<file path="src/rtl/div_repeated_sub.sv">
// div_repeated_sub
//   Sequential unsigned divider that works by repeated subtraction. It is the
//   inverse companion of the repeated-addition multiplier and uses the same
//   start/done handshake.
//
//   The dividend and the divisor arrive one after the other on data_in. The
//   divisor is subtracted from the running remainder, and each subtraction
//   adds one to the quotient.
//
// Ports
//   clk          rising-edge clock
//   rst          asynchronous, active-high reset; clears all state
//   start        begin an operation; sampled only in IDLE or DONE
//   data_in      dividend in the LOAD_A cycle, divisor in the LOAD_B cycle
//   busy         high from LOAD_A through SUB
//   done         high in DONE; the results are valid
//   div_by_zero  high together with done when the divisor was 0
//   quotient     registered quotient (all ones on divide-by-zero)
//   remainder    registered remainder (dividend on divide-by-zero)
//
// Latency
//   start is sampled on edge k.
//   done is high after edge k+4+Q, where Q = dividend / divisor.
//   With a zero divisor, done is high after edge k+4.
module div_repeated_sub #(
  parameter int WIDTH = 16
) (
  input  logic             clk,
  input  logic             rst,
  input  logic             start,
  input  logic [WIDTH-1:0] data_in,
  output logic             busy,
  output logic             done,
  output logic             div_by_zero,
  output logic [WIDTH-1:0] quotient,
  output logic [WIDTH-1:0] remainder
);

  typedef enum logic [2:0] {
    IDLE   = 3'd0,
    LOAD_A = 3'd1,
    LOAD_B = 3'd2,
    CHECK  = 3'd3,
    SUB    = 3'd4,
    DONE   = 3'd5
  } state_t;

  state_t           state_q, state_d;
  logic [WIDTH-1:0] quot_q,  quot_d;
  logic [WIDTH-1:0] rem_q,   rem_d;
  logic [WIDTH-1:0] dvsr_q,  dvsr_d;
  logic             dbz_q,   dbz_d;

  always_ff @(posedge clk or posedge rst) begin
    if (rst) begin
      state_q <= IDLE;
      quot_q  <= '0;
      rem_q   <= '0;
      dvsr_q  <= '0;
      dbz_q   <= 1'b0;
    end else begin
      state_q <= state_d;
      quot_q  <= quot_d;
      rem_q   <= rem_d;
      dvsr_q  <= dvsr_d;
      dbz_q   <= dbz_d;
    end
  end

  always_comb begin
    state_d = state_q;
    quot_d  = quot_q;
    rem_d   = rem_q;
    dvsr_d  = dvsr_q;
    dbz_d   = dbz_q;
    unique case (state_q)
      IDLE: begin
        if (start) state_d = LOAD_A;
      end

      LOAD_A: begin
        rem_d   = data_in;
        state_d = LOAD_B;
      end

      LOAD_B: begin
        dvsr_d  = data_in;
        quot_d  = '0;
        dbz_d   = 1'b0;
        state_d = CHECK;
      end

      CHECK: begin
        if (dvsr_q == '0) begin
          quot_d = '1;
          dbz_d  = 1'b1;
        end
        // A zero divisor still passes through SUB for one idle cycle. This
        // gives it the same k+4 latency as a zero quotient.
        state_d = SUB;
      end

      SUB: begin
        if (dbz_q) begin
          state_d = DONE;
        end else if (rem_q >= dvsr_q) begin
          // The >= test guarantees the subtraction cannot underflow.
          // The quotient is bounded by the dividend, so it cannot wrap.
          rem_d  = rem_q - dvsr_q;
          quot_d = quot_q + 1'b1;
        end else begin
          state_d = DONE;
        end
      end

      DONE: begin
        if (start) state_d = LOAD_A;
      end

      default: state_d = IDLE;
    endcase
  end

  assign busy        = (state_q == LOAD_A) || (state_q == LOAD_B) ||
                       (state_q == CHECK)  || (state_q == SUB);
  assign done        = (state_q == DONE);
  assign div_by_zero = dbz_q;
  assign quotient    = quot_q;
  assign remainder   = rem_q;

endmodule

</file>
<file path="config.mk">
export PLATFORM = sky130hd
export DESIGN_NAME = div_repeated_sub
export DESIGN_NICKNAME = d
export VERILOG_FILES = /design/src/rtl/div_repeated_sub.sv
export SDC_FILE = /design/constraint.sdc
export NUM_CORES = 1
export LEC_CHECK = 0
export ABC_AREA = 1
export CORE_MARGIN = 2
export CORE_UTILIZATION = 60
export DETAILED_ROUTE_END_ITERATION = 12
export PLACE_DENSITY = 0.86
export SKIP_LAST_GASP = 1
export SLEW_MARGIN = 20
export SYNTH_ARGS = -nofsm -noshare
export SYNTH_HDL_FRONTEND = slang
export SYNTH_SLANG_ARGS = --single-unit
</file>
<file path="constraint.sdc">
create_clock -name clk -period 4.7 [get_ports clk]
set_clock_uncertainty 0.2 [all_clocks]
set_input_delay 0.94 -clock clk [delete_from_list [all_inputs] [get_ports clk]]
set_output_delay 0.94 -clock clk [all_outputs]
set_load 0.01 [all_outputs]
</file>
Word-level counts from Yosys, hierarchy flattened

Cells that the tools add are included.
Widths: inputs -> output; s select.

Add/subtract/negate cells: 2
$lt $le $gt $ge: 1
Equal/unequal tests: 10
Multiplexer cells: 13
Reductions and logical operators: 13

Operators with widths:

| cell                  | count |
|---|---|
| $mux 16               | 5 |
| $pmux 16 s3           | 1 |
| $pmux 16 s2           | 1 |
| $add 16x1->16 const B | 1 |
| $ge 16x16->1          | 1 |
| $logic_not 16->1      | 1 |
| $sub 16x16->16        | 1 |
| $pmux 3 s5            | 1 |
| $mux 3                | 3 |
| $eq 3x2->1 const B    | 2 |
| $eq 3x3->1 const B    | 2 |
| $ne 2x2->1 const B    | 3 |
| $reduce_and 2->1      | 2 |
| $reduce_and 4->1      | 1 |
| $reduce_bool 2->1     | 2 |
| $eq 3x1->1 const B    | 1 |
| $logic_not 3->1       | 1 |
| $logic_or 1x1->1      | 3 |
| $ne 3x3->1 const B    | 1 |
| $reduce_and 3->1      | 1 |
| $reduce_bool 3->1     | 1 |
| $ne 2x1->1 const B    | 1 |
| $pmux 1 s2            | 1 |
| $reduce_or 2->1       | 1 |
| $mux 1                | 1 |

Register bits: 52
Output and inout port bits: 35

Longest topological paths before layout

Depth after elaboration: 4
Gate-level depth with buffers: 16
Depth with buffers taken out: 15

Worst setup path before layout

Ideal clock, no wire load.

Path kind: register to output
Start point: reg state_q[2]
End point: out busy
Arrival: 1.243 ns
Required time: 3.560 ns
Slack: 2.317 ns
Cell stages (with the launch flop): 7
Cell sequence: dfrtp_1 -> inv_2 -> nand2_2 -> nor2_1 -> inv_2 -> buf_2 -> nand4_1

Word-level cells in the longest chain between the ends: 4

RTL lines:

| item                                            | line | RTL |
|---|---|---|
| start, declared                                 | 48   | `state_t state_q, state_d;` |
| start signal, assigned                          | 62   | `state_q <= state_d;` |
| $eq 3x1->1 / $eq 3x2->1 (equally long branches) | 124  | `assign busy = (state_q == LOAD_A) \|\| (state_q == LOAD_B) \|\|` |
| $logic_or 1x1->1 (2 in series)                  | 124  |  |
| $logic_or 1x1->1 *                              | 125  | `(state_q == CHECK) \|\| (state_q == SUB);` |
| end, declared                                   | 32   | `output logic busy,` |

Every way passes the cells marked *; elsewhere a longest branch is shown, timed or not.

Final worst setup path

Start point: reg state_q[1]
End point: out busy

Same word-level chain as after synthesis.

==> impl_metrics.ini <==
[status]
outcome = completed

[clocking]
numCtsBuffers = 5
cts_sinks = 52
clockRootBuffer = clkbuf_8
clk_pin_slew_ns = 0.10
cts_resized = 0
htree_levels = 2
clk_path_buf_depth = 2
cts_tree = built
post-cts-setup-buffers = 0
clk_latency_ns = 0.32
cts_hold_buf = 0

[synthesis]
yosys_warnings = 0
synth.net_count = 619
synth-seq-cells = 52
postSynthCellCount = 582
ys_types = 38
synth_area_per_cell_um2 = 6.74
yosysSeqAreaShare = 0.332
synth_area_mm2 = 0.00392

[place]
io_buffers = 53
dp_slack_ns = 1.67
globalplace.congestion = 0.959
dp_hpwl_um = 7720

[worst_hold_path]
hold_class = flop to flop

[sta]
rsz0062_at_grt = no
fin_crit_sh = 0.726
slew_viol_final = 0
setup_viol = 0
layout_setup_ws_ns = 1.29
fmax_mhz = 293
finalHoldViolations = 0
slew_headroom = 0.400
fin_crit_ns = 3.41
worstMarginPinSlew_ns = 0.900
finalSetupTns_ns = 0

[layout]
layout-drive-gt1-share = 0.0951
n_antenna_cell = 0
nets = 667
area_delta_synth_final_pct = 16.3

[routing]
firstDrtPassIters = 5
drc = 0
viasPerCell = 5.72
wire_per_inst_um = 14.8
drt_iter0_markers = 330
routed_wl_um = 10500
ant_nets = 0
vias = 4047

[die]
die_w_um = 84.8
dieHeight_um = 84.8
coreArea_mm2 = 0.00635
ioPinCount = 54
die-area_mm2 = 0.00720
rows = 29
start_util = 0.617

[run]
cap_violations = 0

[global_routing]
grt_max_degree = 53
grt_pass1_wl_um = 18100
met1_usage = 0.431
grt_remaining_overflow = 0
met2_usage = 0.497
antenna_found_initial = 0
grt_use_total = 0.308
grt_util_met3 = 0.0477
grt_pass1_vias = 3888
busiest_layer = met2

[critical_path]
cpMaxStageDelayCell = clkdlybuf4s50_1
cp_cell_sequence = inv_2 > nand3_2 > nand4_1 > clkdlybuf4s50_1
setup.worst_path.start_class = flop
worstPathRequired_ns = 3.56
cpPeakStageDelay_ns = 0.57
crit_path_max_fanout = 29
cp.arrival_ns = 2.27
worstSetupPathType = flop to output port
endpoint_kind = output port

[power_and_ir_drop]
p_leak_nw = 2.33
p_seq_frac = 0.234
powerDensity_mw_per_mm2 = 756
clkPwrFrac = 0.078
total_power_mw = 3.45
p_sw_frac = 0.529
internal-power_mw = 1.62
peakVddDrop_mv = 0.476
p_sw_mw = 1.82
p_comb_frac = 0.688
per-stage QoR:
stage	area, um^2	instances	utilization	hold WS, ns
global placement	4470	700	0.704	0.290
floorplan	3920	582	-	0.269
global route	4560	708	0.718	0.365
detailed placement	4470	700	0.704	0.309
finish	4560	708	0.718	0.326
CTS	4560	708	0.718	0.334
flip-flops by register name, indices dropped and copies added (netlist names):
name and flops:
dvsr_q 16, div_by_zero 1, remainder 16, state_q 3, quotient 16
worst max-delay path: cells and delay by family (launching register included):
kind | cells | cell delay [ns]
AND/OR/NAND/NOR | 2 | 0.81
buffers and inverters | 2 | 0.67
flip-flops | 1 | 0.47
synthesized netlist by cell type, drive strengths merged:
| library cell | count | area share |
|---|---|---|
| nand3 | 61 | 0.083 |
| or4 | 1 | 0.0019 |
| nand4 | 8 | 0.013 |
| xnor2 | 3 | 0.0067 |
| dfrtp | 52 | 0.33 |
| and2 | 3 | 0.0048 |
| clkbuf | 5 | 0.0048 |
| nor2 | 31 | 0.035 |
| ha | 17 | 0.054 |
| inv | 76 | 0.073 |
| o21ai | 42 | 0.054 |
| or2 | 1 | 0.0016 |
| o21bai | 2 | 0.0038 |
| nor4 | 2 | 0.0032 |
| nor3 | 6 | 0.0089 |
| nand3b | 3 | 0.0057 |
| fa | 1 | 0.0051 |
| nand2 | 239 | 0.26 |
| xor2 | 1 | 0.0022 |
| o211ai | 1 | 0.0019 |
| o22ai | 1 | 0.0016 |
| buf | 8 | 0.017 |
| a21oi | 18 | 0.031 |
worst paths after layout:
| kind | from | endpoint | slack (ns) | depth (start not counted) |
|---|---|---|---|---|
| min reg2reg | remainder[14]$_DFFE_PP0P_ | remainder[14]$_DFFE_PP0P_ | 0.33 | 2 |
| min in group asynchronous | rst | quotient[0]$_DFFE_PP0P_ | 0.90 | 2 |
| max | state_q[1]$_DFFE_PP0P_ | busy | 1.29 | 4 |
| max in group asynchronous | rst | dvsr_q[11]$_DFFE_PP0P_ | 2.87 | 2 |
| max reg2reg | state_q[1]$_DFFE_PP0P_ | quotient[10]$_DFFE_PP0P_ | 2.03 | 8 |
| min | remainder[14]$_DFFE_PP0P_ | remainder[14]$_DFFE_PP0P_ | 0.33 | 2 |
layout by cell type (no fill, tap or decap), drive strengths merged, types with 2 or more instances in the layout:
| cell type | n |
|---|---|
| a21oi | 18 |
| and2 | 3 |
| clkbuf | 6 |
| clkdlybuf4s50 | 53 |
| clkinv | 2 |
| dfrtp | 52 |
| ha | 17 |
| inv | 75 |
| nand2 | 239 |
| nand3 | 61 |
| nand3b | 3 |
| nand4 | 8 |
| nor2 | 31 |
| nor3 | 6 |
| nor4 | 2 |
| o21ai | 42 |
| o21bai | 2 |
| xnor2 | 3 |
cell type report:
cell class	instances	area, um^2
fillers	505	1790
inverters	76	287
multi-input cells	441	2250
flip-flops and latches	52	1300
clock inverters	2	16.3
well taps	77	96.3
clock buffers	6	72.6
repair buffers	54	538
routing by layer:
layer,share of wire,routed length [um],up-vias
met1,0.45,4710,1870
met4,0.020,213,0
met2,0.47,4910,189
li1,-,-,1964
met5,0,0,-
met3,0.064,669,24
power by group through the flow:
stage	logic, mW	registers (mW)	clock network [mW]
5_1_grt	2.66	0.832	0.291
2_1_floorplan	1.69	0.817	0
3_3_place_gp	2.24	0.798	0
3_5_place_dp	2.32	0.809	0
4_1_cts	2.34	0.801	0.272
6_report	2.37	0.805	0.270
cell families (layout without fill, tap and decap cells):
family | Yosys count | in the layout | share of synthesized area
AOI/OAI and AO/OA | 64 | 64 | 0.0916
xor gates and xnor gates | 4 | 4 | 0.00894
adders and majority gates | 18 | 18 | 0.0594
buffers and inverters | 89 | 138 | 0.0948
DFF | 52 | 52 | 0.332
and+or+nand+nor | 355 | 355 | 0.413
Note: power is estimated with default switching activity, not from simulation.
